File: src/rtl/chrono_lap_ctrl_if.sv
// Lap RAM port bundle: the write port carries stored laps, the read port serves recalls.
interface chrono_lap_ctrl_if #(
   parameter int CNT_WIDTH = 16,
   parameter int ADDR_SIZE = 4
);
   logic                 wr_en;
   logic [ADDR_SIZE-1:0] wr_addr;
   logic [CNT_WIDTH-1:0] wr_data;
   logic [ADDR_SIZE-1:0] rd_addr;
   logic [CNT_WIDTH-1:0] rd_data;

   // Controller side drives the addresses and write data
   modport master (output wr_en, wr_addr, wr_data, rd_addr, input rd_data);
   // RAM side answers reads
   modport slave  (input wr_en, wr_addr, wr_data, rd_addr, output rd_data);
endinterface

File: src/rtl/chrono_lap_ctrl.sv
// Chronometer controller: up/down count at a divided tick, lap capture into an
// external RAM and single-outstanding lap recall.
module chrono_lap_ctrl #(
   parameter int TICK_DIV  = 5000000,
   parameter int CNT_WIDTH = 16,
   parameter int ADDR_SIZE = 4
) (
   input  logic                 clk,
   input  logic                 rst,
   input  logic                 start_d_i,
   input  logic                 stop_d_i,
   input  logic                 restart_d_i,
   input  logic                 lap_d_i,
   input  logic                 dir_i,
   input  logic [CNT_WIDTH-1:0] load_val_i,
   input  logic                 recall_i,
   input  logic [ADDR_SIZE-1:0] recall_idx_i,
   output logic [CNT_WIDTH-1:0] value_o,
   output logic                 running_o,
   output logic                 expired_o,
   output logic                 wrap_o,
   output logic [CNT_WIDTH-1:0] recall_value_o,
   output logic                 recall_valid_o,
   output logic [ADDR_SIZE:0]   lap_count_o,
   output logic                 lap_full_o,
   output logic                 lap_ovf_o,
   chrono_lap_ctrl_if.master    ram
);
   localparam int PW = $clog2(TICK_DIV);
   localparam logic [PW-1:0]      PRE_MAX = PW'(TICK_DIV - 1);
   localparam logic [ADDR_SIZE:0] DEPTH   = {1'b1, {ADDR_SIZE{1'b0}}};

   localparam logic [1:0] S_IDLE  = 2'd0;
   localparam logic [1:0] S_RUN   = 2'd1;
   localparam logic [1:0] S_PAUSE = 2'd2;
   localparam logic [1:0] S_EXP   = 2'd3;

   logic [1:0]           state_q, state_d;
   logic                 dir_q, dir_d;
   logic [PW-1:0]        pre_q, pre_d;
   logic [CNT_WIDTH-1:0] value_q, value_d;
   logic                 wrap_q, wrap_d;
   logic                 running_q, expired_q;
   logic [ADDR_SIZE:0]   lap_cnt_q, lap_cnt_d;
   logic                 lap_full_q, lap_ovf_q, lap_ovf_d;
   logic                 wr_en_q, wr_en_d;
   logic [ADDR_SIZE-1:0] wr_addr_q, wr_addr_d;
   logic [CNT_WIDTH-1:0] wr_data_q, wr_data_d;
   logic                 pend_q, rec_vld_q;
   logic [ADDR_SIZE-1:0] rd_addr_q;
   logic [CNT_WIDTH-1:0] rec_val_q;
   logic                 cnt_en;

   // Restart overrides everything; otherwise a command needs exactly one pulse
   logic one_cmd, cmd_restart, cmd_start, cmd_stop, cmd_lap;
   assign one_cmd     = ({1'b0, start_d_i} + {1'b0, stop_d_i} + {1'b0, lap_d_i}) == 2'd1;
   assign cmd_restart = restart_d_i;
   assign cmd_start   = !restart_d_i && one_cmd && start_d_i;
   assign cmd_stop    = !restart_d_i && one_cmd && stop_d_i;
   assign cmd_lap     = !restart_d_i && one_cmd && lap_d_i;

   // Mode FSM, prescaler and counter step
   always_comb begin
      state_d = state_q;
      dir_d   = dir_q;
      pre_d   = pre_q;
      value_d = value_q;
      wrap_d  = 1'b0;
      cnt_en  = 1'b0;
      if (cmd_restart) begin
         state_d = S_IDLE;
         value_d = '0;
         pre_d   = '0;
      end else begin
         case (state_q)
            S_IDLE: if (cmd_start) begin
               // The start cycle is the first prescaler cycle of the run
               dir_d = dir_i;
               pre_d = PW'(1);
               if (!dir_i) begin
                  value_d = '0;
                  state_d = S_RUN;
               end else if (load_val_i == '0) begin
                  value_d = '0;
                  pre_d   = '0;
                  state_d = S_EXP;
               end else begin
                  value_d = load_val_i;
                  state_d = S_RUN;
               end
            end
            S_RUN:   if (cmd_stop) state_d = S_PAUSE; else cnt_en = 1'b1;
            S_PAUSE: if (cmd_start) begin state_d = S_RUN; cnt_en = 1'b1; end
            default: value_d = '0;
         endcase
      end
      if (cnt_en) begin
         if (pre_q == PRE_MAX) begin
            pre_d = '0;
            if (dir_q) begin
               value_d = value_q - CNT_WIDTH'(1);
               if (value_d == '0) begin
                  state_d = S_EXP;
                  pre_d   = '0;
               end
            end else begin
               value_d = value_q + CNT_WIDTH'(1);
               wrap_d  = (value_q == '1);
            end
         end else begin
            pre_d = pre_q + PW'(1);
         end
      end
   end

   // Lap capture: data is the count as registered before this edge's step
   always_comb begin
      lap_cnt_d = lap_cnt_q;
      lap_ovf_d = lap_ovf_q;
      wr_en_d   = 1'b0;
      wr_addr_d = wr_addr_q;
      wr_data_d = wr_data_q;
      if (cmd_restart) begin
         lap_cnt_d = '0;
         lap_ovf_d = 1'b0;
      end else if (cmd_lap && (state_q == S_RUN || state_q == S_PAUSE)) begin
         if (lap_cnt_q == DEPTH) begin
            lap_ovf_d = 1'b1;
         end else begin
            wr_en_d   = 1'b1;
            wr_addr_d = lap_cnt_q[ADDR_SIZE-1:0];
            wr_data_d = value_q;
            lap_cnt_d = lap_cnt_q + (ADDR_SIZE+1)'(1);
         end
      end
   end

   // Counter, status flags and lap write port registers
   always_ff @(posedge clk) begin
      if (rst) begin
         state_q    <= S_IDLE;
         dir_q      <= 1'b0;
         pre_q      <= '0;
         value_q    <= '0;
         wrap_q     <= 1'b0;
         running_q  <= 1'b0;
         expired_q  <= 1'b0;
         lap_cnt_q  <= '0;
         lap_full_q <= 1'b0;
         lap_ovf_q  <= 1'b0;
         wr_en_q    <= 1'b0;
         wr_addr_q  <= '0;
         wr_data_q  <= '0;
      end else begin
         state_q    <= state_d;
         dir_q      <= dir_d;
         pre_q      <= pre_d;
         value_q    <= value_d;
         wrap_q     <= wrap_d;
         running_q  <= (state_d == S_RUN);
         expired_q  <= (state_d == S_EXP);
         lap_cnt_q  <= lap_cnt_d;
         lap_full_q <= (lap_cnt_d == DEPTH);
         lap_ovf_q  <= lap_ovf_d;
         wr_en_q    <= wr_en_d;
         wr_addr_q  <= wr_addr_d;
         wr_data_q  <= wr_data_d;
      end
   end

   // Recall: present the address the cycle after the pulse, capture the RAM
   // word at the end of that cycle; new requests are dropped while pending
   always_ff @(posedge clk) begin
      if (rst) begin
         pend_q    <= 1'b0;
         rd_addr_q <= '0;
         rec_val_q <= '0;
         rec_vld_q <= 1'b0;
      end else begin
         rec_vld_q <= 1'b0;
         if (pend_q) begin
            rec_val_q <= ram.rd_data;
            rec_vld_q <= 1'b1;
            pend_q    <= 1'b0;
         end else if (recall_i) begin
            rd_addr_q <= recall_idx_i;
            pend_q    <= 1'b1;
         end
      end
   end

   assign value_o        = value_q;
   assign running_o      = running_q;
   assign expired_o      = expired_q;
   assign wrap_o         = wrap_q;
   assign recall_value_o = rec_val_q;
   assign recall_valid_o = rec_vld_q;
   assign lap_count_o    = lap_cnt_q;
   assign lap_full_o     = lap_full_q;
   assign lap_ovf_o      = lap_ovf_q;
   assign ram.wr_en      = wr_en_q;
   assign ram.wr_addr    = wr_addr_q;
   assign ram.wr_data    = wr_data_q;
   assign ram.rd_addr    = rd_addr_q;
endmodule

File: src/flat_wrapper.sv
// flat-port wrapper written by rule: the top's interface ports become plain ports
module chrono_lap_ctrl_flat 
#(
   parameter int TICK_DIV  = 5000000,
   parameter int CNT_WIDTH = 16,
   parameter int ADDR_SIZE = 4
)
  (clk, rst, start_d_i, stop_d_i, restart_d_i, lap_d_i, dir_i, load_val_i, recall_i, recall_idx_i, value_o, running_o, expired_o, wrap_o, recall_value_o, recall_valid_o, lap_count_o, lap_full_o, lap_ovf_o, ram_wr_en, ram_wr_addr, ram_wr_data, ram_rd_addr, ram_rd_data);
  chrono_lap_ctrl_if #(.CNT_WIDTH(CNT_WIDTH), .ADDR_SIZE(ADDR_SIZE)) ram_i ();
  input  logic clk;
  input  logic rst;
  input  logic start_d_i;
  input  logic stop_d_i;
  input  logic restart_d_i;
  input  logic lap_d_i;
  input  logic dir_i;
  input  logic [CNT_WIDTH-1:0] load_val_i;
  input  logic recall_i;
  input  logic [ADDR_SIZE-1:0] recall_idx_i;
  output logic [CNT_WIDTH-1:0] value_o;
  output logic running_o;
  output logic expired_o;
  output logic wrap_o;
  output logic [CNT_WIDTH-1:0] recall_value_o;
  output logic recall_valid_o;
  output logic [ADDR_SIZE:0] lap_count_o;
  output logic lap_full_o;
  output logic lap_ovf_o;
  output wire logic [$bits(ram_i.wr_en)-1:0] ram_wr_en;
  output wire logic [$bits(ram_i.wr_addr)-1:0] ram_wr_addr;
  output wire logic [$bits(ram_i.wr_data)-1:0] ram_wr_data;
  output wire logic [$bits(ram_i.rd_addr)-1:0] ram_rd_addr;
  input wire logic [$bits(ram_i.rd_data)-1:0] ram_rd_data;
  assign ram_wr_en = ram_i.wr_en;
  assign ram_wr_addr = ram_i.wr_addr;
  assign ram_wr_data = ram_i.wr_data;
  assign ram_rd_addr = ram_i.rd_addr;
  assign ram_i.rd_data = ram_rd_data;
  chrono_lap_ctrl #(.TICK_DIV(TICK_DIV), .CNT_WIDTH(CNT_WIDTH), .ADDR_SIZE(ADDR_SIZE)) u_core (.clk(clk), .rst(rst), .start_d_i(start_d_i), .stop_d_i(stop_d_i), .restart_d_i(restart_d_i), .lap_d_i(lap_d_i), .dir_i(dir_i), .load_val_i(load_val_i), .recall_i(recall_i), .recall_idx_i(recall_idx_i), .value_o(value_o), .running_o(running_o), .expired_o(expired_o), .wrap_o(wrap_o), .recall_value_o(recall_value_o), .recall_valid_o(recall_valid_o), .lap_count_o(lap_count_o), .lap_full_o(lap_full_o), .lap_ovf_o(lap_ovf_o), .ram(ram_i));
endmodule
File: config.mk
export PLATFORM = sky130hd
export DESIGN_NAME = chrono_lap_ctrl_flat
export DESIGN_NICKNAME = d
export VERILOG_FILES = /design/src/rtl/chrono_lap_ctrl_if.sv /design/src/rtl/chrono_lap_ctrl.sv /design/src/flat_wrapper.sv
export SDC_FILE = /design/constraint.sdc
export NUM_CORES = 1
export LEC_CHECK = 0
export CAP_MARGIN = 0
export CORE_ASPECT_RATIO = 0.6
export CORE_MARGIN = 2
export CORE_UTILIZATION = 27
export CTS_BUF_LIST = sky130_fd_sc_hd__clkbuf_2
export DETAILED_ROUTE_END_ITERATION = 16
export MAX_ROUTING_LAYER = met4
export SLEW_MARGIN = 0
export SYNTH_ARGS = -nofsm -noshare
export SYNTH_HDL_FRONTEND = slang
export SYNTH_SLANG_ARGS = --single-unit
File: constraint.sdc
create_clock -name clk -period 4.9 [get_ports clk]
set_clock_uncertainty 0.05 [all_clocks]
set_input_delay 0.98 -clock clk [delete_from_list [all_inputs] [get_ports clk]]
set_output_delay 0.98 -clock clk [all_outputs]
set_load 0.05 [all_outputs]
-- After elaboration in Yosys (flattened, before gate mapping)
Cells that the tools add are included.
- register bits after elaboration: 95
- bits of input ports: 44
- output and inout port bits: 68
- word-level logic and storage cells: 96
- add/subtract/negate cells: 6
- equal/unequal tests: 9
- multiplexer cells: 36
- bitwise operators: 6
- reduce and logical (&&, ||, !) cells: 22
- operators with widths (cell ; number):
    two-way mux 23 bit ; 6
    two-way mux 16 bit ; 7
    logical NOT 16 bit ; 2
    one-hot mux 16 bit (2 select lines) ; 1
    adder 23 x 1 -> 23 bit, second input constant ; 1
    equality test 23 bit, second input constant ; 1
    two-way mux 2 bit ; 10
    adder 16 x 1 -> 16 bit, second input constant ; 1
    equality test 16 bit, second input constant ; 1
    subtractor 16 x 1 -> 16 bit, second input constant ; 1
    two-way mux 5 bit ; 3
    equality test 5 bit, second input constant ; 2
    two-way mux 1 bit ; 7
    equality test 2 x 1 -> 1 bit, second input constant ; 3
    NOT 1 bit ; 6
    one-hot mux 2 bit (3 select lines) ; 1
    AND reduction 2 bit ; 3
    AND reduction 3 bit ; 2
    nonzero test 3 bit ; 2
    OR reduction 2 bit ; 3
    adder 5 x 1 -> 5 bit, second input constant ; 1
    logical AND 1 bit ; 5
    equality test 2 bit, second input constant ; 2
    OR reduction 4 bit ; 1
    other kinds (7) ; 7

-- Longest topological paths before layout
Gate-level depths: netlist of run 1.
- word-level depth: 13
- depth in mapped cells: 10
- mapped depth without buffers: 8

-- Least setup slack after synthesis of run 1
Ideal clock, no wire load.
- path kind: input -> register
- start: input start_d_i
- end: register u_core.value_q[11], in the netlist u_core.value_o[11]
- data arrival time: 3.317 ns
- data required time: 4.790 ns
- slack: 1.472 ns
- stages: 9
- path buffers: 1
- cell sequence: inv_1 fa_1 nand4bb_1 o22a_1 or3_1 clkbuf_1 or4_1 a21boi_1 a311o_1
- longest elaborated chain between the ends: 10
- elaborated cells on any way between the ends: 15
- those cells by class: add/sub: 2; eq/ne: 1; mux: 9; reduce/logical: 3
- RTL lines (item ; line ; RTL):
    from (decl) ; flat_wrapper.sv:12 ; input logic start_d_i;
    adder 1 x 1 -> 2 bit ; chrono_lap_ctrl.sv:56 ; assign one_cmd = ({1'b0, start_d_i} + {1'b0, stop_d_i} + {1'b0, lap_d_i}) == 2'd1;
    adder 2 x 1 -> 2 bit ; chrono_lap_ctrl.sv:56 ;
    equality test 2 x 1 -> 1 bit ; chrono_lap_ctrl.sv:56 ;
    logical AND 1 bit ; chrono_lap_ctrl.sv:58, chrono_lap_ctrl.sv:59 ;
    logical AND 1 bit ; chrono_lap_ctrl.sv:58 ; assign cmd_start = !restart_d_i && one_cmd && start_d_i;
    two-way mux 16 bit ; chrono_lap_ctrl.sv:76 ; S_IDLE: if (cmd_start) begin
    one-hot mux 16 bit (2 select lines) ; chrono_lap_ctrl.sv:75 ; case (state_q)
    two-way mux 16 bit ; chrono_lap_ctrl.sv:70 ; if (cmd_restart) begin
    two-way mux 16 bit ; chrono_lap_ctrl.sv:98 ; if (pre_q == PRE_MAX) begin
    two-way mux 16 bit * ; chrono_lap_ctrl.sv:97 ; if (cnt_en) begin
    to (signal assigned) ; chrono_lap_ctrl.sv:158 ; value_q <= value_d;
    to (decl) ; chrono_lap_ctrl.sv:41 ; logic [CNT_WIDTH-1:0] value_q, value_d;
Mark *: on every way between the ends. The rest lies on a longest branch, timed or not.
A chain may end at the register's enable or synchronous reset.

-- Worst setup path after layout of run 1
Ends and elaborated chain as after synthesis.

==> results of run 1 <==
power groups by stage:
stage	registers, mW	logic (mW)	clock network (mW)
final	0.799	0.175	0.362
after global routing	0.803	0.186	0.414
after CTS	0.800	0.174	0.389
after detailed placement	0.813	0.173	0
after global placement	0.813	0.173	0
after floorplan	0.839	0.0691	0
path summary, 6_finish.rpt:
path                         startpoint                     to
setup / recovery              start_d_i     u_core.value_o[11]
hold / removal    u_core.ram.wr_addr[0]  u_core.ram.wr_addr[0]
setup reg to reg      u_core.value_o[5]       u_core.running_o
hold reg to reg   u_core.ram.wr_addr[0]  u_core.ram.wr_addr[0]
registers in the layout, summed over array words and instances, names as in the netlist, 2 cells and up:
register,flops
u_core.value_o,16
u_core.ram.rd_addr,4
u_core.ram.wr_data,16
u_core.pre_q,23
u_core.ram.wr_addr,4
u_core.state_q,2
u_core.recall_value_o,16
u_core.lap_count_o,5
kinds of logic (layout without fill, tap and decap cells):
group                      after synthesis  in the layout  share of synthesized area
xor gates and xnor gates                34             34                     0.0603
buffers and inverters                   55            153                     0.0423
DFF                                     95             95                      0.385
adders and majority gates               11             11                     0.0294
AOI/OAI and AO/OA                       96             96                      0.141
muxes                                   36             36                     0.0730
and+or+nand+nor                        258            258                      0.269
Yosys cell counts (4+ instances only):
cell / count
sky130_fd_sc_hd__nor2b_1: 8
sky130_fd_sc_hd__a221o_1: 4
sky130_fd_sc_hd__or3_1: 7
sky130_fd_sc_hd__clkbuf_1: 32
sky130_fd_sc_hd__xnor2_1: 13
sky130_fd_sc_hd__nand2_1: 33
sky130_fd_sc_hd__and2_1: 6
sky130_fd_sc_hd__and4_1: 6
sky130_fd_sc_hd__o31ai_1: 4
sky130_fd_sc_hd__and3_1: 5
sky130_fd_sc_hd__a2bb2oi_1: 10
sky130_fd_sc_hd__a21oi_1: 17
sky130_fd_sc_hd__nor3_1: 14
sky130_fd_sc_hd__nand3b_1: 5
sky130_fd_sc_hd__inv_1: 18
sky130_fd_sc_hd__o21ai_0: 10
sky130_fd_sc_hd__nor4bb_1: 5
sky130_fd_sc_hd__nand3_1: 7
sky130_fd_sc_hd__nor4b_1: 5
sky130_fd_sc_hd__nand2b_1: 4
sky130_fd_sc_hd__nor2_1: 109
sky130_fd_sc_hd__xor2_1: 21
sky130_fd_sc_hd__a22oi_1: 14
sky130_fd_sc_hd__mux2i_1: 36
sky130_fd_sc_hd__nand4_1: 19
sky130_fd_sc_hd__ha_1: 10
sky130_fd_sc_hd__dfxtp_1: 95
sky130_fd_sc_hd__nor4_1: 8
sky130_fd_sc_hd__a31oi_1: 5
worst reg2reg max path, delay by kind of cell, from the launching register on:
family | cells | cell delay (ns)
AND/OR/NAND/NOR | 4 | 1.95
flip-flops | 1 | 0.58
AO/OA/AOI/OAI | 1 | 0.26
XOR/XNOR | 1 | 0.09
metal layers:
layer	up-vias	GRT usage	routed length [µm]	share of wire
li1	2280	-	-	-
met1	2166	0.268	8670	0.56
met2	228	0.175	4960	0.32
met3	9	0.0453	1690	0.11
met4	0	0.0279	82	0.0053
met5	-	-	0	0
cell type report:
cell class,instances,area share
clock buffers,10,0.00787
clock inverters,6,0.00708
repair buffers,119,0.183
well taps,240,0.0472
flip-flops and latches,95,0.299
multi-input cells,435,0.445
inverters,18,0.0106
metrics by stage:
stage	hold WS (ns)	util	setup slack, ns	power (mW)
6_report	0.479	0.354	1.26	1.34
5_1_grt	0.503	0.354	1.10	1.40
4_1_cts	0.480	0.354	1.36	1.36
3_5_place_dp	0.431	0.349	0.717	0.986
3_3_place_gp	0.417	0.349	0.799	0.986
2_1_floorplan	0.421	-	1.47	0.908
==> impl_table.tex, run 1 <==
\begin{tabular}{lr}
\hline
Metric & Value \\
\hline
\multicolumn{2}{l}{\textbf{Worst setup path}} \\
\quad Worst Setup Start Kind & input pin \\
\quad Largest delay contributor family on the critical path & simple AND/OR/NAND/NOR gates \\
\quad Buffers \& Inverters on Critical Path & 2 \\
\quad Critical path endpoint category & flip-flop \\
\quad Standard cell with the maximum stage delay on the critical path & sky130\_fd\_sc\_hd\_\_fa\_1 \\
\quad Worst Path Arrival & 4.13 ns \\
\quad Req. time, crit path & 5.38 ns \\
\quad Setup Crit Path Kind & input pin to flip-flop \\
\quad Number of cells on the critical path & 9 \\
\quad Ordered cell list for the critical path & clkdlybuf4s50\_1, inv\_1, fa\_1, nand4bb\_1, o22a\_1, or3\_1, or4\_1, a21boi\_1, a311o\_1 \\
\quad Critical path fanouts, max & 7 \\
\quad Worst-case register-to-register setup slack & 1.94 ns \\
\quad Worst-case reg-to-reg path depth & 6 \\
\quad CP max stage delay & 0.56 ns \\
\multicolumn{2}{l}{\textbf{Timing}} \\
\quad Slew of the pin with the lowest slew margin & 1.03 ns \\
\quad Setup repair after global routing missed its margin & no \\
\quad Min cycle time layout & 3.64 ns \\
\quad Final Hold Viols & 0 \\
\quad Crit share post-route & 0.743 \\
\quad Slew headroom & 0.314 \\
\quad Upper clock frequency limit & 0.274 GHz \\
\quad Final setup violation count & 0 \\
\quad Final sum of negative setup slack & 0 ns \\
\quad Final number of max-transition violations & 0 \\
\multicolumn{2}{l}{\textbf{Pwr}} \\
\quad Leak Pwr & 2.28 nW \\
\quad Largest vdd supply drop & 0.0752 mV \\
\quad Net Sw Power & 0.401 mW \\
\quad Gate power share & 0.131 \\
\quad Power density normalized to cell area & 210 nW/µm² \\
\quad Pint & 0.935 mW \\
\quad Share of total power in sequential cells & 0.598 \\
\quad Net switching share of the total power & 0.300 \\
\quad Clock Power Share & 0.271 \\
\multicolumn{2}{l}{\textbf{Synthesis}} \\
\quad Biggest area contributors in the synthesized netlist & sky130\_fd\_sc\_hd\_\_dfxtp\_1, sky130\_fd\_sc\_hd\_\_nor2\_1, sky130\_fd\_sc\_hd\_\_mux2i\_1 \\
\quad Cell area after synthesis & 4940 µm² \\
\quad Fraction of registers with async set or reset after synthesis & 0 \\
\quad Fraction of post-synthesis cell area in the top cell type by area & 0.385 \\
\quad Warnings from Yosys & 0 \\
\quad Total nets after synthesis & 640 \\
\quad Mean area per synthesized cell & 8.44 µm² \\
\quad Register bit total from synthesis & 95 \\
\quad Cell count after synthesis & 585 \\
\quad Main flop type after synthesis & sky130\_fd\_sc\_hd\_\_dfxtp\_1 \\
\quad EDFF count, synth & 0 \\
\quad Portion of the post-synthesis area used by sequential elements & 0.385 \\
\quad Area leader, netlist & sky130\_fd\_sc\_hd\_\_dfxtp\_1 \\
\quad Number of distinct library cells after synthesis & 61 \\
\multicolumn{2}{l}{\textbf{Clocking}} \\
\quad Buffer count from post-CTS setup fixing & 0 \\
\quad Cell chosen for the clock root & sky130\_fd\_sc\_hd\_\_clkbuf\_2 \\
\quad Number of clock sinks & 95 \\
\quad Hold-fix buffers, CTS & 0 \\
\quad Total CTS buffers & 9 \\
\quad Count of H-tree levels built during CTS & 3 \\
\quad Max Root-Sink Buffers & 2 \\
\quad Clock Pin Slew Worst Setup and Hold Paths & 0.27 ns \\
\quad Clock tree from TritonCTS & yes \\
\quad Skew-Pair Late Insertion Delay & 0.60 ns \\
\quad Number of gates resized after CTS & 0 \\
\multicolumn{2}{l}{\textbf{Cells and area}} \\
\quad Layout Cells excl Fill & 923 \\
\quad Most frequent cells in the layout & sky130\_fd\_sc\_hd\_\_clkdlybuf4s50\_1, sky130\_fd\_sc\_hd\_\_nor2\_1, sky130\_fd\_sc\_hd\_\_dfxtp\_1, sky130\_fd\_sc\_hd\_\_mux2i\_1, sky130\_fd\_sc\_hd\_\_nand2\_1 \\
\quad Cell area after layout & 6360 µm² \\
\quad Total of fill cells in the finished design & 1,890 \\
\quad Combined area of the multi-input logic cells & 2830 µm² \\
\quad Layout net count & 733 \\
\quad Storage cell area & 1900 µm² \\
\quad Area growth syn-to-layout & 28.8\% \\
\quad Share of post-route cells with drive strength above 1 & 0.0454 \\
\quad Antenna cells & 0 \\
\quad Most frequent standard cell in the layout excluding fill and tap cells & sky130\_fd\_sc\_hd\_\_clkdlybuf4s50\_1 \\
\multicolumn{2}{l}{\textbf{Floorplan}} \\
\quad Die Span Y & 109 µm \\
\quad Initial core utilization & 0.275 \\
\quad Core area & 18,000 µm² \\
\quad Top-level port count & 112 \\
\quad Full die area & 19,400 µm² \\
\quad Cell row count & 38 \\
\quad Die Wd & 179 µm \\
\multicolumn{2}{l}{\textbf{Global routing}} \\
\quad Via count of the first global-routing pass & 3,973 \\
\quad Leftover overflow at the end of global routing & 0 \\
\quad Antenna violations before repair & 0 \\
\quad Pin count of the biggest net entering global routing & 39 \\
\quad Total track usage & 0.161 \\
\quad Global-route wire length before repair & 23,300 µm \\
\multicolumn{2}{l}{\textbf{Hold path}} \\
\quad Instance count along the most critical hold path & 2 \\
\quad Type of the most critical hold path & flip-flop to flip-flop \\
\multicolumn{2}{l}{\textbf{Run status}} \\
\quad Status & completed \\
\multicolumn{2}{l}{\textbf{Routing}} \\
\quad Antenna violation net count after detailed routing & 0 \\
\quad Final wirelength & 15,400 µm \\
\quad Via count & 4,683 \\
\quad DRC violation count after routing & 0 \\
\quad Initial DRT Pass Iterations & 5 \\
\quad Via-per-instance ratio & 5.07 \\
\quad WL/cell & 16.7 µm \\
\quad Initial DRC Count & 378 \\
\multicolumn{2}{l}{\textbf{Placement}} \\
\quad PortBufs & 111 \\
\quad Post-placement cell count & 907 \\
\quad DPL Wire Length & 11,800 µm \\
\quad Instance area at placement & 6260 µm² \\
\quad Routability-driven placement congestion ratio & 0.948 \\
\multicolumn{2}{l}{\textbf{Job}} \\
\quad Count of maximum capacitance violations & 0 \\
\hline
\end{tabular}
No activity file was read; power rests on OpenSTA's default activity.
==> run 2: changes to the inputs <==
==> constraint.sdc (replaced) <==
create_clock -name clk -period 3.5 [get_ports clk]
set_clock_uncertainty 0.05 [all_clocks]
set_input_delay 0.7 -clock clk [delete_from_list [all_inputs] [get_ports clk]]
set_output_delay 0.7 -clock clk [all_outputs]
set_load 0.05 [all_outputs]
==> impl_table.tex, run 2 (synthesis gave the netlist of run 1 again) <==
\begin{tabular}{lr}
\hline
Metric & Value \\
\hline
\multicolumn{2}{l}{\textbf{Worst setup path}} \\
\quad Cell mode on critical path & sky130\_fd\_sc\_hd\_\_buf\_4 \\
\quad Critical path endpoint category & flip-flop \\
\quad Req. time, crit path & 4.00 ns (-1.38 ns) \\
\quad Endpoint of the worst-slack reg-to-reg timing path & u\_core.running\_o \\
\quad Worst-case register-to-register setup slack & 0.69 ns (-1.25 ns) \\
\quad Worst Setup Start Kind & input pin \\
\quad Worst Path Arrival & 3.63 ns (-0.50 ns) \\
\quad Worst-case reg-to-reg path depth & 6 (unchanged) \\
\quad Setup Crit Path Kind & input pin to flip-flop \\
\quad CP max stage delay & 0.54 ns (-0.02 ns) \\
\quad Critical path fanouts, max & 4 (-3) \\
\quad Reg2Reg Launch Point & u\_core.value\_o[12] \\
\quad Standard cell with the maximum stage delay on the critical path & sky130\_fd\_sc\_hd\_\_fa\_1 \\
\quad Ordered cell list for the critical path & clkdlybuf4s50\_1, inv\_1, fa\_1, nor4bb\_1, o22a\_1, nor3\_1, buf\_4, or3\_1, buf\_4, a2bb2oi\_1, nor2\_1 \\
\multicolumn{2}{l}{\textbf{Cells and area}} \\
\quad Most frequent standard cell in the layout excluding fill and tap cells & sky130\_fd\_sc\_hd\_\_clkdlybuf4s50\_1 \\
\quad Antenna cells & 0 (unchanged) \\
\quad Finished Core Util & 0.368 (+0.0139) \\
\quad Layout net count & 765 (+4.4\%) \\
\quad Area growth syn-to-layout & 33.8\% \\
\quad Max reg flops & 23 (unchanged) \\
\quad Total of fill cells in the finished design & 1,876 (-0.74\%) \\
\quad Most frequent cells in the layout & sky130\_fd\_sc\_hd\_\_clkdlybuf4s50\_1, sky130\_fd\_sc\_hd\_\_nor2\_1, sky130\_fd\_sc\_hd\_\_dfxtp\_1, sky130\_fd\_sc\_hd\_\_buf\_4, sky130\_fd\_sc\_hd\_\_mux2i\_1 \\
\quad Largest reg by FF count & u\_core.pre\_q \\
\quad Share of post-route cells with drive strength above 1 & 0.0895 (+0.0441) \\
\multicolumn{2}{l}{\textbf{Clocking}} \\
\quad Hold-fix buffers, CTS & 0 (unchanged) \\
\quad Number of clock sinks & 95 (unchanged) \\
\quad Clock Pin Slew Worst Setup and Hold Paths & 0.30 ns (+0.03 ns) \\
\quad Buffer count from post-CTS setup fixing & 0 (unchanged) \\
\quad Clock tree from TritonCTS & yes \\
\quad Count of H-tree levels built during CTS & 3 (unchanged) \\
\quad Skew-Pair Late Insertion Delay & 0.60 ns (about the same) \\
\quad Max Root-Sink Buffers & 2 (unchanged) \\
\quad Cell chosen for the clock root & sky130\_fd\_sc\_hd\_\_clkbuf\_2 \\
\quad Total CTS buffers & 9 (unchanged) \\
\quad Number of gates resized after CTS & 0 (unchanged) \\
\multicolumn{2}{l}{\textbf{Run status}} \\
\quad Status & completed \\
\multicolumn{2}{l}{\textbf{Placement}} \\
\quad PortBufs & 111 (unchanged) \\
\quad Routability-driven placement congestion ratio & 0.895 (-5.7\%) \\
\quad DPL Wire Length & 11,800 µm (+0.40\%) \\
\multicolumn{2}{l}{\textbf{Timing}} \\
\quad Final sum of negative setup slack & 0 ns (unchanged) \\
\quad Slew of the pin with the lowest slew margin & 0.612 ns (-0.416 ns) \\
\quad Min cycle time layout & 3.12 ns \\
\quad Final setup violation count & 0 (unchanged) \\
\quad Final Hold Viols & 0 (unchanged) \\
\quad Slew headroom & 0.582 (+0.268) \\
\quad Final number of max-transition violations & 0 (unchanged) \\
\quad Setup repair after global routing missed its margin & no \\
\quad Crit share post-route & 0.892 \\
\quad Upper clock frequency limit & 0.320 GHz \\
\multicolumn{2}{l}{\textbf{Hold path}} \\
\quad Min-Delay Endpoint & u\_core.value\_o[8] \\
\quad Instance count along the most critical hold path & 2 (unchanged) \\
\quad Hold Crit Start & rst \\
\quad Type of the most critical hold path & input pin to flip-flop \\
\multicolumn{2}{l}{\textbf{Global routing}} \\
\quad Leftover overflow at the end of global routing & 0 (unchanged) \\
\quad Global-route wire length before repair & 23,700 µm (+1.9\%) \\
\quad Total track usage & 0.163 (+0.00257) \\
\quad Antenna violations before repair & 0 (unchanged) \\
\quad Pin count of the biggest net entering global routing & 46 (+18\%) \\
\quad Via count of the first global-routing pass & 4,160 (+4.7\%) \\
\multicolumn{2}{l}{\textbf{Pwr}} \\
\quad Leak Pwr & 2.44 nW (+7.1\%) \\
\quad Power density normalized to cell area & 290 nW/µm² (+38\%) \\
\quad Largest vdd supply drop & 0.106 mV (+41\%) \\
\multicolumn{2}{l}{\textbf{Routing}} \\
\quad Initial DRC Count & 448 (+19\%) \\
\quad Via count & 4,751 (+1.5\%) \\
\quad Via-per-instance ratio & 4.97 (-1.9\%) \\
\quad Antenna violation net count after detailed routing & 0 (unchanged) \\
\quad Final wirelength & 15,400 µm (about the same) \\
\quad DRC violation count after routing & 0 (unchanged) \\
\quad WL/cell & 16.1 µm (-3.3\%) \\
\quad Initial DRT Pass Iterations & 5 (unchanged) \\
\multicolumn{2}{l}{\textbf{Floorplan}} \\
\quad Full die area & 19,400 µm² (unchanged) \\
\quad Initial core utilization & 0.275 (unchanged) \\
\quad Die Span Y & 109 µm (unchanged) \\
\quad Core area & 18,000 µm² (unchanged) \\
\quad Die Wd & 179 µm (unchanged) \\
\quad Cell row count & 38 (unchanged) \\
\quad Top-level port count & 112 (unchanged) \\
\multicolumn{2}{l}{\textbf{Job}} \\
\quad Count of maximum capacitance violations & 0 (unchanged) \\
\hline
\end{tabular}
## run 2: cell types whose count changed in the layout (fill, tap and decap cells not counted)
cell | before | now
sky130_fd_sc_hd__clkinvlp_4 | 2 | 3
sky130_fd_sc_hd__clkinv_4 | 2 | 0
sky130_fd_sc_hd__buf_4 | 8 | 40
sky130_fd_sc_hd__inv_8 | 0 | 2
sky130_fd_sc_hd__clkinv_1 | 1 | 0
## run 2: worst max-delay path by stage
stage                           start                  to  slack [ns]  cells past startpoint
CTS                 u_core.value_o[3]          value_o[3]        0.44                      1
floorplan                   start_d_i  u_core.value_o[11]        0.35                      9
global placement            start_d_i  u_core.value_o[11]       -0.04                     10
finish                      start_d_i   u_core.value_o[1]        0.38                     11
global route                start_d_i   u_core.value_o[5]        0.29                     11
detailed placement          start_d_i   u_core.value_o[5]       -0.17                     11
## run 2: report_power, final
group          total (mW)  internal [mW]  switching [mW]  leakage [nW]
registers            1.11           1.10         0.00952         0.768
clock network       0.541          0.109           0.432        0.0586
logic               0.266          0.120           0.146          1.62
## run 2: layout make-up
type                    instances  area (µm²)  area share
repair buffers                151        1410       0.213
clock inverters                 6        53.8     0.00814
multi-input cells             435        2830       0.428
clock buffers                  10        50.0     0.00757
inverters                      18        67.6      0.0102
flip-flops and latches         95        1900       0.288
well taps                     240         300      0.0454
## run 2: stage by stage
stage	cell area, µm²	power (mW)	std cells	worst slack, ns	hold slack (ns)
2_1_floorplan	4940	1.27	585	0.352	0.421
3_3_place_gp	6500	1.39	939	-0.0442	0.414
3_5_place_dp	6500	1.39	939	-0.171	0.417
4_1_cts	6610	1.94	955	0.437	0.420
5_1_grt	6610	2.00	955	0.290	0.439
6_report	6610	1.92	955	0.377	0.467
## run 2: critical path, delay by kind of cell
family / cells / cell delay (ns)
and+or+nand+nor: 4 / 1.09
buffers and inverters: 4 / 0.87
adders and majority gates: 1 / 0.54
AOI/OAI and AO/OA: 2 / 0.43
## run 2: layer usage
metal	wire [µm]	GRT usage	up-vias
met4	69	0.0279	0
li1	-	-	2344
met2	5260	0.189	216
met5	0	-	-
met1	8670	0.268	2182
met3	1410	0.0404	9
==> run 3: changes to the inputs <==
==> constraint.sdc (replaced) <==
create_clock -name clk -period 3.5 [get_ports clk]
set_clock_uncertainty 0.05 [all_clocks]
set_input_delay 0.525 -clock clk [delete_from_list [all_inputs] [get_ports clk]]
set_output_delay 0.525 -clock clk [all_outputs]
set_load 0.05 [all_outputs]
==> impl_table.tex, run 3 (synthesis gave the netlist of run 1 again) <==
\begin{tabular}{lr}
\hline
Metric & Value \\
\hline
\multicolumn{2}{l}{\textbf{Worst setup path}} \\
\quad Largest delay contributor family on the critical path & simple AND/OR/NAND/NOR gates \\
\quad Worst Path Arrival & 3.47 ns (-0.16 ns) \\
\quad Cell mode on critical path & sky130\_fd\_sc\_hd\_\_o22a\_1 \\
\quad Endpoint of the worst-slack reg-to-reg timing path & u\_core.running\_o \\
\quad Req. time, crit path & 4.03 ns (+0.03 ns) \\
\quad Standard cell with the maximum stage delay on the critical path & sky130\_fd\_sc\_hd\_\_fa\_1 \\
\quad CP max stage delay & 0.54 ns (about the same) \\
\quad Buffers \& Inverters on Critical Path & 3 (-1) \\
\quad Worst-case register-to-register setup slack & 0.71 ns (+0.02 ns) \\
\quad Critical path fanouts, max & 10 (+6) \\
\quad Reg2Reg Launch Point & u\_core.value\_o[10] \\
\quad Ordered cell list for the critical path & clkdlybuf4s50\_1, inv\_1, fa\_1, nor4bb\_1, o22a\_1, nor3\_1, buf\_4, or3\_1, o22a\_1, nor2\_1 \\
\quad Critical path endpoint category & flip-flop \\
\quad Worst-case reg-to-reg path depth & 6 (unchanged) \\
\quad Worst Setup Start Kind & input pin \\
\quad Setup Crit Path Kind & input pin to flip-flop \\
\multicolumn{2}{l}{\textbf{Floorplan}} \\
\quad Die Wd & 179 µm (unchanged) \\
\quad Cell row count & 38 (unchanged) \\
\quad Initial core utilization & 0.275 (unchanged) \\
\quad Die Span Y & 109 µm (unchanged) \\
\quad Full die area & 19,400 µm² (unchanged) \\
\quad Core area & 18,000 µm² (unchanged) \\
\quad Top-level port count & 112 (unchanged) \\
\multicolumn{2}{l}{\textbf{Clocking}} \\
\quad Skew-Pair Late Insertion Delay & 0.62 ns (+0.02 ns) \\
\quad Buffer count from post-CTS setup fixing & 0 (unchanged) \\
\quad Total CTS buffers & 9 (unchanged) \\
\quad Max Root-Sink Buffers & 2 (unchanged) \\
\quad Cell chosen for the clock root & sky130\_fd\_sc\_hd\_\_clkbuf\_2 \\
\quad Clock tree from TritonCTS & yes \\
\quad Clock Pin Slew Worst Setup and Hold Paths & 0.30 ns (about the same) \\
\quad Count of H-tree levels built during CTS & 3 (unchanged) \\
\quad Number of gates resized after CTS & 0 (unchanged) \\
\quad Hold-fix buffers, CTS & 0 (unchanged) \\
\quad Number of clock sinks & 95 (unchanged) \\
\multicolumn{2}{l}{\textbf{Routing}} \\
\quad DRC violation count after routing & 0 (unchanged) \\
\quad Via-per-instance ratio & 4.99 (+0.29\%) \\
\quad Initial DRC Count & 436 (-2.7\%) \\
\quad WL/cell & 16.6 µm (+3.0\%) \\
\quad Via count & 4,735 (-0.34\%) \\
\quad Antenna violation net count after detailed routing & 0 (unchanged) \\
\quad Final wirelength & 15,800 µm (+2.3\%) \\
\quad Initial DRT Pass Iterations & 5 (unchanged) \\
\multicolumn{2}{l}{\textbf{Pwr}} \\
\quad Gate power share & 0.135 (-0.004) \\
\quad Net switching share of the total power & 0.309 (+0.00336) \\
\quad Pint & 1.33 mW (about the same) \\
\quad Net Sw Power & 0.596 mW (+1.5\%) \\
\quad Leak Pwr & 2.43 nW (-0.73\%) \\
\quad Final total power & 1.93 mW (+0.40\%) \\
\quad Largest vdd supply drop & 0.0998 mV (-5.8\%) \\
\quad Power density normalized to cell area & 293 nW/µm² (+0.97\%) \\
\quad Share of total power in sequential cells & 0.578 (about the same) \\
\quad Clock Power Share & 0.287 (+0.005) \\
\multicolumn{2}{l}{\textbf{Run status}} \\
\quad Status & completed \\
\multicolumn{2}{l}{\textbf{Timing}} \\
\quad Crit share post-route & 0.841 (-0.0516) \\
\quad Slew of the pin with the lowest slew margin & 0.622 ns (+0.0107 ns) \\
\quad Final number of max-transition violations & 0 (unchanged) \\
\quad Hold slack final & 0.287 ns (-0.180 ns) \\
\quad Setup repair after global routing missed its margin & no \\
\quad Final setup violation count & 0 (unchanged) \\
\quad Upper clock frequency limit & 0.340 GHz (+6.1\%) \\
\quad Final setup slack of the worst path & 0.558 ns (+0.181 ns) \\
\quad Final sum of negative setup slack & 0 ns (unchanged) \\
\quad Min cycle time layout & 2.94 ns (-0.181 ns) \\
\quad Final Hold Viols & 0 (unchanged) \\
\quad Slew headroom & 0.584 (+0.00188) \\
\multicolumn{2}{l}{\textbf{Placement}} \\
\quad Post-placement cell count & 933 (-0.64\%) \\
\quad PortBufs & 111 (unchanged) \\
\quad Instance area at placement & 6460 µm² (-0.69\%) \\
\quad Worst slack after detailed placement & -0.0429 ns (+0.128 ns) \\
\quad Routability-driven placement congestion ratio & 0.844 (-5.7\%) \\
\quad DPL Wire Length & 12,000 µm (+1.7\%) \\
\multicolumn{2}{l}{\textbf{Global routing}} \\
\quad Total track usage & 0.167 (+0.00372) \\
\quad GRT met2 Usage & 0.193 (+0.00469) \\
\quad Global route hottest layer & met1 \\
\quad Antenna violations before repair & 0 (unchanged) \\
\quad Via count of the first global-routing pass & 4,108 (-1.3\%) \\
\quad Global-route track usage on met1 & 0.278 (+0.00959) \\
\quad Leftover overflow at the end of global routing & 0 (unchanged) \\
\quad Routing usage on met3 & 0.0356 (-0.00488) \\
\quad Global-route wire length before repair & 24,100 µm (+1.5\%) \\
\quad Pin count of the biggest net entering global routing & 47 (+2.2\%) \\
\multicolumn{2}{l}{\textbf{Hold path}} \\
\quad Type of the most critical hold path & input pin to flip-flop \\
\quad Min-Delay Endpoint & u\_core.value\_o[4] \\
\quad Instance count along the most critical hold path & 2 (unchanged) \\
\quad Hold Crit Start & rst \\
\multicolumn{2}{l}{\textbf{Cells and area}} \\
\quad Most frequent cells in the layout & sky130\_fd\_sc\_hd\_\_clkdlybuf4s50\_1, sky130\_fd\_sc\_hd\_\_nor2\_1, sky130\_fd\_sc\_hd\_\_dfxtp\_1, sky130\_fd\_sc\_hd\_\_mux2i\_1, sky130\_fd\_sc\_hd\_\_buf\_4 \\
\quad Largest reg by FF count & u\_core.pre\_q \\
\quad Finished Core Util & 0.366 (-0.00209) \\
\quad Antenna cells & 0 (unchanged) \\
\quad Cell area after layout & 6570 µm² (-0.57\%) \\
\quad Max reg flops & 23 (unchanged) \\
\quad Layout net count & 759 (-0.78\%) \\
\quad Layout Cells excl Fill & 949 (-0.63\%) \\
\quad Share of post-route cells with drive strength above 1 & 0.0804 (-0.00912) \\
\quad Area growth syn-to-layout & 33.0\% \\
\quad Most frequent standard cell in the layout excluding fill and tap cells & sky130\_fd\_sc\_hd\_\_clkdlybuf4s50\_1 \\
\multicolumn{2}{l}{\textbf{Job}} \\
\quad Count of maximum capacitance violations & 0 (unchanged) \\
\hline
\end{tabular}
run 3: final cells by class:
cell class / instances / area, µm²
multi-input cells: 435 / 2830
well taps: 240 / 300
repair buffers: 145 / 1360
clock inverters: 7 / 66.3
inverters: 18 / 67.6
clock buffers: 9 / 45.0
fillers: 1908 / 11400
flip-flops and latches: 95 / 1900
run 3: worst register-to-register path, stage by stage, from the launching register on:
cell	delay (ns)
sky130_fd_sc_hd__dfxtp_1	0.48
sky130_fd_sc_hd__or3_1	0.42
sky130_fd_sc_hd__or4b_2	0.67
sky130_fd_sc_hd__nor2_1	0.14
sky130_fd_sc_hd__xor2_1	0.09
sky130_fd_sc_hd__or4b_1	0.60
sky130_fd_sc_hd__o211a_1	0.27
run 3: worst max-delay path by stage:
| stage | start | end | slack [ns] | depth (start not counted) |
|---|---|---|---|---|
| 2_1_floorplan | start_d_i | u_core.value_o[11] | 0.53 | 9 |
| 3_3_place_gp | stop_d_i | u_core.value_o[15] | 0.03 | 10 |
| 3_5_place_dp | stop_d_i | u_core.value_o[15] | -0.04 | 10 |
| 4_1_cts | u_core.value_o[3] | value_o[3] | 0.61 | 1 |
| 5_1_grt | stop_d_i | u_core.value_o[6] | 0.48 | 10 |
| 6_report | stop_d_i | u_core.value_o[15] | 0.56 | 10 |
run 3: per-layer routing:
metal  up-vias  routed length [µm]
met5         -                   0
met4         0                  97
met3        13                1380
met2       200                5420
met1      2191                8860
li1       2331                   -
run 3: power groups by stage:
stage	Combinational [mW]	Sequential, mW	Clock, mW
global route	0.279	1.12	0.617
finish	0.259	1.11	0.553
global placement	0.257	1.13	0
detailed placement	0.257	1.13	0
CTS	0.259	1.11	0.578
floorplan	0.0967	1.17	0
